$ cat config.mk
export PLATFORM = sky130hd
export DESIGN_NAME = alu_accumulator_seq
export DESIGN_NICKNAME = d
export VERILOG_FILES = /design/src/rtl/alu_accumulator_seq.sv
export SDC_FILE = /design/constraint.sdc
export NUM_CORES = 1
export LEC_CHECK = 0
export CORE_ASPECT_RATIO = 1.2
export CORE_MARGIN = 2
export CORE_UTILIZATION = 44
export CTS_BUF_LIST = sky130_fd_sc_hd__clkbuf_8 sky130_fd_sc_hd__clkbuf_16
export DETAILED_ROUTE_END_ITERATION = 8
export GPL_TIMING_DRIVEN = 0
export PLACE_DENSITY = 0.82
export SLEW_MARGIN = 20
export SYNTH_ARGS = -nofsm -noshare
export SYNTH_HDL_FRONTEND = slang
export SYNTH_SLANG_ARGS = --single-unit
$ cat constraint.sdc
create_clock -name clk_i -period 2.5 [get_ports clk_i]
set_clock_uncertainty 0.05 [all_clocks]
set_input_delay 0.25 -clock clk_i [delete_from_list [all_inputs] [get_ports clk_i]]
set_output_delay 0.25 -clock clk_i [all_outputs]
set_load 0.005 [all_outputs]
$ cat src/rtl/alu_accumulator_seq.sv
// alu_accumulator_seq
// Two-state sequencer that registers one command per handshake onto the
// ALU inputs, lets the combinational ALU settle for one cycle, then commits
// the result into a 32-bit accumulator. It also keeps sticky error flags and
// a count of completed commands.
module alu_accumulator_seq #(
    parameter int ACC_W = 32,
    parameter int OPD_W = 16,
    parameter int CNT_W = 8
) (
    input  logic             clk_i,
    input  logic             rst_ni,
    input  logic             cmd_valid_i,
    output logic             cmd_ready_o,
    input  logic [3:0]       cmd_opcode_i,
    input  logic [OPD_W-1:0] cmd_operand_i,
    output logic [OPD_W-1:0] alu_a_o,
    output logic [OPD_W-1:0] alu_b_o,
    output logic [3:0]       alu_opcode_o,
    input  logic [ACC_W-1:0] alu_result_i,
    input  logic [1:0]       alu_error_i,
    output logic [ACC_W-1:0] acc_o,
    output logic [1:0]       err_sticky_o,
    output logic             done_o,
    output logic [CNT_W-1:0] op_count_o
);

    typedef enum logic {
        IDLE = 1'b0,
        EXEC = 1'b1
    } state_t;

    localparam logic [3:0] OP_LOAD   = 4'd12;
    localparam logic [3:0] OP_NOP    = 4'd13;
    localparam logic [3:0] OP_PRESET = 4'd14;
    localparam logic [3:0] OP_CLEAR  = 4'd15;

    state_t           state_q;
    logic             ready_q;
    logic [OPD_W-1:0] alu_a_q;
    logic [OPD_W-1:0] alu_b_q;
    logic [3:0]       alu_opcode_q;
    logic [ACC_W-1:0] acc_q;
    logic [ACC_W-1:0] acc_d;
    logic [1:0]       err_q;
    logic [1:0]       err_d;
    logic [1:0]       err_mask;
    logic             done_q;
    logic [CNT_W-1:0] cnt_q;

    // Which ALU error bits actually mean something for the latched opcode:
    // overflow only for add/sub, divide-by-zero only for div/mod.
    always_comb begin
        err_mask = 2'b00;
        case (alu_opcode_q)
            4'd0, 4'd1: err_mask = 2'b01;
            4'd3, 4'd4: err_mask = 2'b10;
            default:    err_mask = 2'b00;
        endcase
    end

    // Commit value for the accumulator and sticky flags at the end of EXEC.
    always_comb begin
        acc_d = acc_q;
        err_d = err_q;
        if (alu_opcode_q <= 4'd11) begin
            // A divide-by-zero result is garbage, so the accumulator keeps
            // its old value; the flag still gets recorded.
            if (!alu_error_i[1]) begin
                acc_d = alu_result_i;
            end
            err_d = err_q | (alu_error_i & err_mask);
        end else begin
            case (alu_opcode_q)
                OP_LOAD:   acc_d = {{(ACC_W-OPD_W){1'b0}}, alu_b_q};
                OP_NOP:    acc_d = acc_q;
                OP_PRESET: acc_d = {ACC_W{1'b1}};
                OP_CLEAR: begin
                    acc_d = '0;
                    err_d = 2'b00;
                end
                default:   acc_d = acc_q;
            endcase
        end
    end

    // Sequencer: accept in IDLE, commit in EXEC; all outputs registered.
    always_ff @(posedge clk_i or negedge rst_ni) begin
        if (!rst_ni) begin
            state_q      <= IDLE;
            ready_q      <= 1'b1;
            alu_a_q      <= '0;
            alu_b_q      <= '0;
            alu_opcode_q <= OP_NOP;
            acc_q        <= '0;
            err_q        <= 2'b00;
            done_q       <= 1'b0;
            cnt_q        <= '0;
        end else begin
            case (state_q)
                IDLE: begin
                    done_q <= 1'b0;
                    if (cmd_valid_i && ready_q) begin
                        // Operand A is fed back from the low half only.
                        alu_a_q      <= acc_q[OPD_W-1:0];
                        alu_b_q      <= cmd_operand_i;
                        alu_opcode_q <= cmd_opcode_i;
                        ready_q      <= 1'b0;
                        state_q      <= EXEC;
                    end
                end
                EXEC: begin
                    acc_q   <= acc_d;
                    err_q   <= err_d;
                    cnt_q   <= cnt_q + CNT_W'(1);
                    done_q  <= 1'b1;
                    ready_q <= 1'b1;
                    state_q <= IDLE;
                end
                default: begin
                    state_q <= IDLE;
                    ready_q <= 1'b1;
                    done_q  <= 1'b0;
                end
            endcase
        end
    end

    assign cmd_ready_o  = ready_q;
    assign alu_a_o      = alu_a_q;
    assign alu_b_o      = alu_b_q;
    assign alu_opcode_o = alu_opcode_q;
    assign acc_o        = acc_q;
    assign err_sticky_o = err_q;
    assign done_o       = done_q;
    assign op_count_o   = cnt_q;

endmodule

[Word-level counts from Yosys, hierarchy flattened]
Index checks and enable logic that the tools add are counted.
Storage, ports and cells
  bits of input ports: 57
  register bits after elaboration: 81
  word-level logic and storage cells: 42
  output and inout bits: 80
Cells by class
  muxes and demuxes: 11
  magnitude comparators: 1
  reductions and logical operators: 9
  bitwise logic cells: 3
  $add $sub $neg: 1
  eq/ne operators: 8
Operators with widths (number)
  32-bit one-hot mux with 3 select lines: 1
  32-bit 2-to-1 mux: 2
  4-bit == test (second input constant): 3
  8-bit by 1-bit adder with 8-bit output (second input constant): 1
  1-bit one-hot mux with 2 select lines: 3
  4-bit by 1-bit == test with 1-bit output (second input constant): 1
  4-bit by 2-bit == test with 1-bit output (second input constant): 1
  4-bit by 3-bit == test with 1-bit output (second input constant): 1
  4-bit less-or-equal comparator (second input constant): 1
  4-bit logical NOT: 1
  2-bit 2-to-1 mux: 2
  2-bit inequality test (second input constant): 2
  2-bit one-hot mux with 2 select lines: 1
  2-bit AND reduction: 2
  4-bit nonzero test: 1
  2-bit OR reduction: 2
  3-bit AND reduction: 1
  2-bit AND: 1
  1-bit 2-to-1 mux: 2
  2-bit bitwise OR: 1
  2-bit nonzero test: 1
  1-bit logical AND: 1
  1-bit inverter: 1

[Longest topological paths before layout]
Gate-level depths: netlist of the first run.
  word-level depth: 6
  mapped depth: 5
  depth with buffers taken out: 4

[Least setup slack after synthesis of the first run]
No wires, ideal clock.
  path type: register to register
  start point: register alu_opcode_q[3] (netlist: alu_opcode_o[3])
  end point: register acc_q[10] (netlist: acc_o[10])
  path slack: 684 ps
  data required time: 2322 ps
  path buffers: 2
  clock period less this slack: 1816 ps
  data arrival time: 1639 ps
  stages on the path, launching flop included: 6
  cells stage by stage: dfstp_2 > buf_4 > nand2_4 > a211oi_4 > buf_4 > mux2_1
Between the ends
  longest elaborated chain between the ends: 3
  elaborated cells between the ends (all ways): 9
Ends and longest elaborated chain
  from (decl): line 42  | logic [3:0] alu_opcode_q;
  from (signal assigned): line 107  | alu_opcode_q <= cmd_opcode_i;
  4-bit less-or-equal comparator / 4-bit == test (equally long branches): line 66, 74
  4-bit nonzero test (no source line) (tied with other cells)
  3-bit AND reduction (no source line) / 32-bit 2-to-1 mux (equally long branches)
  to (signal assigned): line 95  | acc_q <= '0;
  to (signal assigned): line 113  | acc_q <= acc_d;
  to (decl): line 43  | logic [ACC_W-1:0] acc_q;
Parallel ways exist; a longest one is shown, timed or not.
A chain may end at the register's enable or synchronous reset.

[Final worst setup path of the first run]
  start point: register alu_opcode_q[3] (netlist: alu_opcode_o[3])
  end point: register acc_q[5] (netlist: acc_o[5])
Same word-level chain as after synthesis.

==> run_results.csv, run 1 <==
group,metric,value,unit
run_status,outcome,"finished clean",
timing,finalWorstSetupSlack,0.433,ns
synthesis,synth_edf_count,0,
place,io_buffers,136,
synthesis,syn_inst,288,
grt,track_usage,21.1,%
power_and_ir_drop,p_clk_share,16.1,%
clock_tree,clk_latency,0.37,ns
power_and_ir_drop,p_leak,2.21,nW
timing,finalSetupViolations,0,
synthesis,synth.area.top_cells,"dfrtp_1 (54%), mux2_2 (13%), a21oi_1 (4.5%)",
setup_path,critical_path_class,"register to register",
synthesis,synth_cell_types,35,
power_and_ir_drop,powerDensity,1160,mW/mm2
synthesis,synthArstFlopShare,100,%
detailed_routing,final_antenna_net_count,0,
synthesis,ys_ff_latch,81,
setup_path,worst_setup_path_end_kind,"register",
layout,drive_gt1_share,18.1,%
synthesis,synth_xor_xnor_area_share,1.71,%
synthesis,ys.flop_type,"dfrtp_1",
timing,fmax,484,MHz
layout,area_delta_synth_final,48.0,%
timing,drv_slew,0,
detailed_routing,drc,0,
floorplan,dieArea,0.00888,mm2
clock_tree,clkTransAtPathRegs,0.09,ns
setup_path,crit_arrival,2.27,ns
job,maxCapViolCount,0,
power_and_ir_drop,p_seq_share,38.8,%
place,post-place-ws,0.424,ns
place,gp_congestion,0.777,
power_and_ir_drop,p_int,4.15,mW
setup_path,critPathLaunchType,"register",
synthesis,synth-compound-area-share,8.63,%
synthesis,synth_nets,346,
layout,post-route-util,66.1,%
layout,finish.net_count,495,
detailed_routing,viasPerCell,5.18,
synthesis,yosys.area.top_type,"dfrtp_1",
grt,grt_pass1_wl,14.3,mm
synthesis,synth.cell_area,0.00358,mm2
setup_path,reg2reg_slack,0.43,ns
layout,finalNonFillerCells,537,
timing,rsz0062_at_grt,"no",
synthesis,avgSynthCellArea,12.4,um2
clock_tree,post_cts_buffers,0,
power_and_ir_drop,comb_power_share,45.1,%
clock_tree,cts-htree-levels,3,
power_and_ir_drop,max-vdd-ir-drop,0.000754,V
timing,period_share,82.7,%
worst_hold_path,hold_path_class,"primary input to async pin",
timing,post-route-min-period,2.07,ns
clock_tree,cts_tree,"yes",
synthesis,synthAdderAreaFrac,0.349,%
clock_tree,numCtsBuffers,9,
floorplan,core_area,0.00802,mm2
setup_path,path_max_fanout,10,
detailed_routing,wl_per_cell,16.9,um
synthesis,yosysSeqAreaShare,56.7,%
synthesis,synth-simple-area-share,6.50,%
setup_path,cp.required,2.70,ns
floorplan,die_w,86.4,um
power_and_ir_drop,switching_share,32.6,%
detailed_routing,wl,9.09,mm
clock_tree,cts-resized-gates,0,
layout,diodes,0,
grt,antenna_found_initial,0,
power_and_ir_drop,power_switching,2.01,mW
synthesis,synth_top_family_by_area,"multiplexers",
detailed_routing,vias,2784,
floorplan,die_h,103,um
clock_tree,cts_sinks,81,
power_and_ir_drop,finalPower,6.15,mW
timing,hold_violations,0,
detailed_routing,dr.pass1.iters,4,
place,place_inst,520,
place,hpwl,6.60,mm
floorplan,start_util,44.7,%
grt,grt_max_degree,56,
grt,overflow,0,
clock_tree,root_buffer,"clkbuf_8",
clock_tree,clockBufferDepth,2,
detailed_routing,drt_iter0_drc,83,
synthesis,synth_top_area_share,53.8,%
timing,tightest_slew,0.520,ns
floorplan,row_count,36,
grt,grt_pass1_vias,2840,
floorplan,ioPinCount,137,
timing,relSlewSlack,65.3,%
synthesis,synth_warnings,0,
synthesis,muxShareOfSynthArea,21.1,%
[cells in the final DEF, fill, tap and decap left out, types with 2 or more instances in the layout]
master / Yosys / final
a31oi_1: 16 / 16
nand2_1: 4 / 4
dfstp_2: 4 / 4
inv_6: 0 / 2
buf_4: 3 / 4
inv_1: 19 / 19
dfrtp_1: 77 / 77
xnor2_1: 3 / 3
mux2_1: 12 / 12
nand4_1: 2 / 2
clkbuf_8: 0 / 9
and4b_1: 2 / 2
xor2_1: 4 / 4
clkinvlp_4: 0 / 3
nand2b_1: 18 / 18
clkdlybuf4s50_1: 0 / 135
nand3_1: 2 / 2
buf_2: 9 / 9
clkbuf_1: 5 / 5
mux2_2: 41 / 41
nor2_1: 3 / 3
a21oi_1: 32 / 32
mux2i_1: 16 / 16
[critical path, cell delays in order, from the launching register on]
cell and delay [ns]:
dfstp_2 0.57, buf_4 0.20, nand2_4 0.12, a211oi_4 0.37, buf_4 0.28, mux2_1 0.36
[per-layer routing]
metal / vias to the layer above / routed length, um / part of all wire (%) / global-route usage [%]
met2: 105 / 4510 / 50 / 34.5
met5: - / 0 / 0 / 0
met3: 19 / 486 / 5.3 / 4.64
met4: 0 / 243 / 2.7 / 10.7
met1: 1363 / 3860 / 42 / 26.4
li1: 1297 / - / - / -
[cells by family (layout without fill, tap and decap cells)]
family          count (synthesis)  after routing
mux                            69             69
fa+ha+maj                       1              1
simple gates                   38             38
xor+xnor                        7              7
buf+inv                        39            193
flops                          81             81
compound gates                 53             53
[power groups by stage]
| stage | logic, mW | registers (mW) | clock network, mW |
|---|---|---|---|
| after floorplan | 1.11 | 2.39 | 0 |
| after global placement | 2.71 | 2.37 | 0 |
| after detailed placement | 2.79 | 2.42 | 0 |
| after CTS | 2.81 | 2.39 | 1.01 |
| after global routing | 3.03 | 2.47 | 1.07 |
| final | 2.77 | 2.39 | 0.993 |
[path summary, 6_finish.rpt]
| path | startpoint | endpoint | cells after the start |
|---|---|---|---|
| worst min register to register | state_q | done_o | 0 |
| worst max register to register | alu_opcode_o[3] | acc_o[5] | 5 |
| max in group asynchronous | rst_ni | alu_opcode_o[0] | 3 |
| min in group clk_i | state_q | done_o | 0 |
| worst max-delay path | alu_opcode_o[3] | acc_o[5] | 5 |
| worst min-delay path | rst_ni | op_count_o[5] | 2 |
[cells in the mapped netlist, types with 2 or more instances]
master and instances:
mux2_2 41, nand2_1 4, buf_2 9, clkbuf_1 5, and4b_1 2, a31oi_1 16
mux2_1 12, nand2b_1 18, buf_4 3, dfstp_2 4, xnor2_1 3, dfrtp_1 77
nor2_1 3, a21oi_1 32, xor2_1 4, nand4_1 2, inv_1 19, mux2i_1 16
nand3_1 2
[timing repair]
action,4_1_cts,5_1_grt
hold buffers,1,0
setup endpoints to repair,0,0
endpoints found under the hold margin,25,0
[sequential cells by signal, summed over array words and instances, names as in the netlist]
register	count
acc_o	32
alu_a_o	16
alu_b_o	16
alu_opcode_o	4
cmd_ready_o	1
done_o	1
err_sticky_o	2
op_count_o	8
state_q	1
[metrics by stage]
stage          hold slack, ns  cell area (um2)  TNS (ns)
4_1_cts                 0.298             5300         0
2_1_floorplan         -0.0956             3580         0
3_3_place_gp            0.302             5060   -134.61
6_report                0.295             5300         0
5_1_grt                 0.332             5300         0
3_5_place_dp            0.149             5090         0
[final cells by class]
type | count | area (um2)
flip-flops and latches | 81 | 2030
inverters | 19 | 71.3
repair buffers | 138 | 1400
clock buffers | 9 | 124
multi-input cells | 168 | 1370
fillers | 614 | 2720
well taps | 95 | 119
clock inverters | 7 | 78.8
plain buffers | 20 | 106
Note: power is estimated with default switching activity, not from simulation.
==> run 2: changes to the inputs <==
Clock period 2.5 ns to 2 ns, I/O delays scaled along.
==> run_results.csv, run 2 (synthesis results as in run 1) <==
group,metric,value,unit
detailed_routing,wl,9.32,mm
timing,tightest_slew,0.525,ns
timing,hold_violations,0,
power_and_ir_drop,power_switching,2.52,mW
detailed_routing,dr.pass1.iters,4,
power_and_ir_drop,powerDensity,1440,mW/mm2
layout,layout_common_cells,"clkdlybuf4s50_1 (135), dfrtp_1 (77), mux2_2 (41)",
clock_tree,cts_sinks,81,
floorplan,die_h,103,um
power_and_ir_drop,comb_power_share,45.3,%
timing,finalSetupViolations,0,
layout,fin_area,0.00539,mm2
setup_path,cp.required,2.24,ns
power_and_ir_drop,p_seq_share,38.6,%
layout,num-fill-cells,607,
job,maxCapViolCount,0,
run_status,outcome,"finished clean",
clock_tree,numCtsBuffers,9,
setup_path,worstSetupStartpoint,"alu_opcode_o[3]",
floorplan,die_w,86.4,um
grt,grt_pass1_vias,2847,
setup_path,reg2reg_to,"acc_o[30]",
layout,area_delta_synth_final,50.5,%
timing,relSlewSlack,65.0,%
floorplan,core_area,0.00802,mm2
clock_tree,cts_tree,"yes",
setup_path,critical_path_class,"register to register",
place,place_inst,520,
floorplan,row_count,36,
detailed_routing,drt_iter0_drc,74,
timing,drv_slew,0,
clock_tree,clkTransAtPathRegs,0.09,ns
layout,diodes,0,
layout,largest_reg_flops,32,
place,hpwl,6.60,mm
detailed_routing,wl_per_cell,17.0,um
setup_path,worst_setup_path_end_kind,"register",
grt,overflow,0,
setup_path,timing.rr.start,"alu_opcode_o[3]",
layout,drive_gt1_share,20.1,%
place,gp_congestion,0.777,
timing,whs,0.245,ns
worst_hold_path,hold_path_class,"primary input to async pin",
setup_path,critPathLaunchType,"register",
setup_path,worstRegToRegCells,7,
timing,rsz0062_at_grt,"no",
grt,grt_max_degree,56,
power_and_ir_drop,p_clk_share,16.0,%
floorplan,start_util,44.7,%
detailed_routing,viasPerCell,5.14,
timing,period_share,95.5,%
power_and_ir_drop,max-vdd-ir-drop,0.000943,V
layout,layout_commonest_cell,"clkdlybuf4s50_1",
power_and_ir_drop,p_leak,2.27,nW
setup_path,reg2reg_slack,0.09,ns
detailed_routing,drc,0,
setup_path,path_max_fanout,10,
clock_tree,clk_latency,0.37,ns
detailed_routing,final_antenna_net_count,0,
power_and_ir_drop,p_int,5.22,mW
clock_tree,clockBufferDepth,2,
setup_path,crit_arrival,2.14,ns
power_and_ir_drop,switching_share,32.6,%
grt,track_usage,21.1,%
floorplan,dieArea,0.00888,mm2
place,io_buffers,136,
power_and_ir_drop,finalPower,7.74,mW
detailed_routing,vias,2815,
clock_tree,root_buffer,"clkbuf_8",
grt,grt_pass1_wl,14.3,mm
grt,antenna_found_initial,0,
timing,fmax,524,MHz
timing,post-route-min-period,1.91,ns
layout,finish.net_count,506,
clock_tree,cts-htree-levels,3,
place,placed_area,0.00509,mm2
timing,setup_tns,0,ns
floorplan,ioPinCount,137,
layout,finalNonFillerCells,548,
run 2: repair_timing:
action | in CTS | in global routing
endpoints found under the setup margin | 14 | 15
gates cloned | 0 | 1
resized for setup | 1 | 2
pin swaps | 1 | 0
hold endpoints to repair | 25 | 0
buffers inserted | 2 | 8
hold buffers | 1 | 0
run 2: final cells by class:
| cell class | instances | area (um2) | share of cell area [%] |
|---|---|---|---|
| timing repair buffer | 149 | 1480 | 27.4 |
| multi-input combinational | 168 | 1370 | 25.5 |
| inverter | 19 | 71.3 | 1.32 |
| clock inverter | 7 | 78.8 | 1.46 |
| sequential | 81 | 2030 | 37.7 |
| clock buffer | 9 | 124 | 2.30 |
| buffer | 20 | 116 | 2.16 |
| tap | 95 | 119 | 2.21 |
run 2: critical path, stage by stage (launching register included):
cell	delay (ns)
dfstp_2	0.58
buf_6	0.16
nand2_4	0.10
a211oi_4	0.26
buf_4	0.16
buf_4	0.09
buf_4	0.20
mux2i_1	0.22
run 2: layer usage:
layer / up-vias / wire length [um] / track usage [%]
met5: - / 0 / 0
met4: 0 / 235 / 10.7
met3: 20 / 520 / 4.64
met2: 100 / 4650 / 34.6
met1: 1375 / 3910 / 26.2
li1: 1320 / - / -
run 2: through the flow:
stage	worst slack [ns]	utilization, %
final	0.0905	67.2
after global placement	-2.16	63.1
after global routing	0.0108	67.2
after floorplan	0.184	-
after CTS	0.0403	66.3
after detailed placement	-0.0756	63.5
run 2: worst max-delay path by stage:
stage                 end  slack [ns]  cells past startpoint
2_1_floorplan   acc_o[10]        0.18                      5
3_3_place_gp   alu_b_o[3]       -2.16                      1
3_5_place_dp     acc_o[5]       -0.08                      5
4_1_cts          acc_o[2]        0.04                      5
5_1_grt          acc_o[7]        0.01                      5
6_report        acc_o[30]        0.09                      7
run 2: power by group through the flow:
stage / clock, mW / sequential [mW] / combinational (mW)
2_1_floorplan: 0 / 2.98 / 1.39
3_3_place_gp: 0 / 2.96 / 3.39
3_5_place_dp: 0 / 3.02 / 3.49
4_1_cts: 1.26 / 2.99 / 3.52
5_1_grt: 1.33 / 3.10 / 3.82
6_report: 1.24 / 2.99 / 3.51
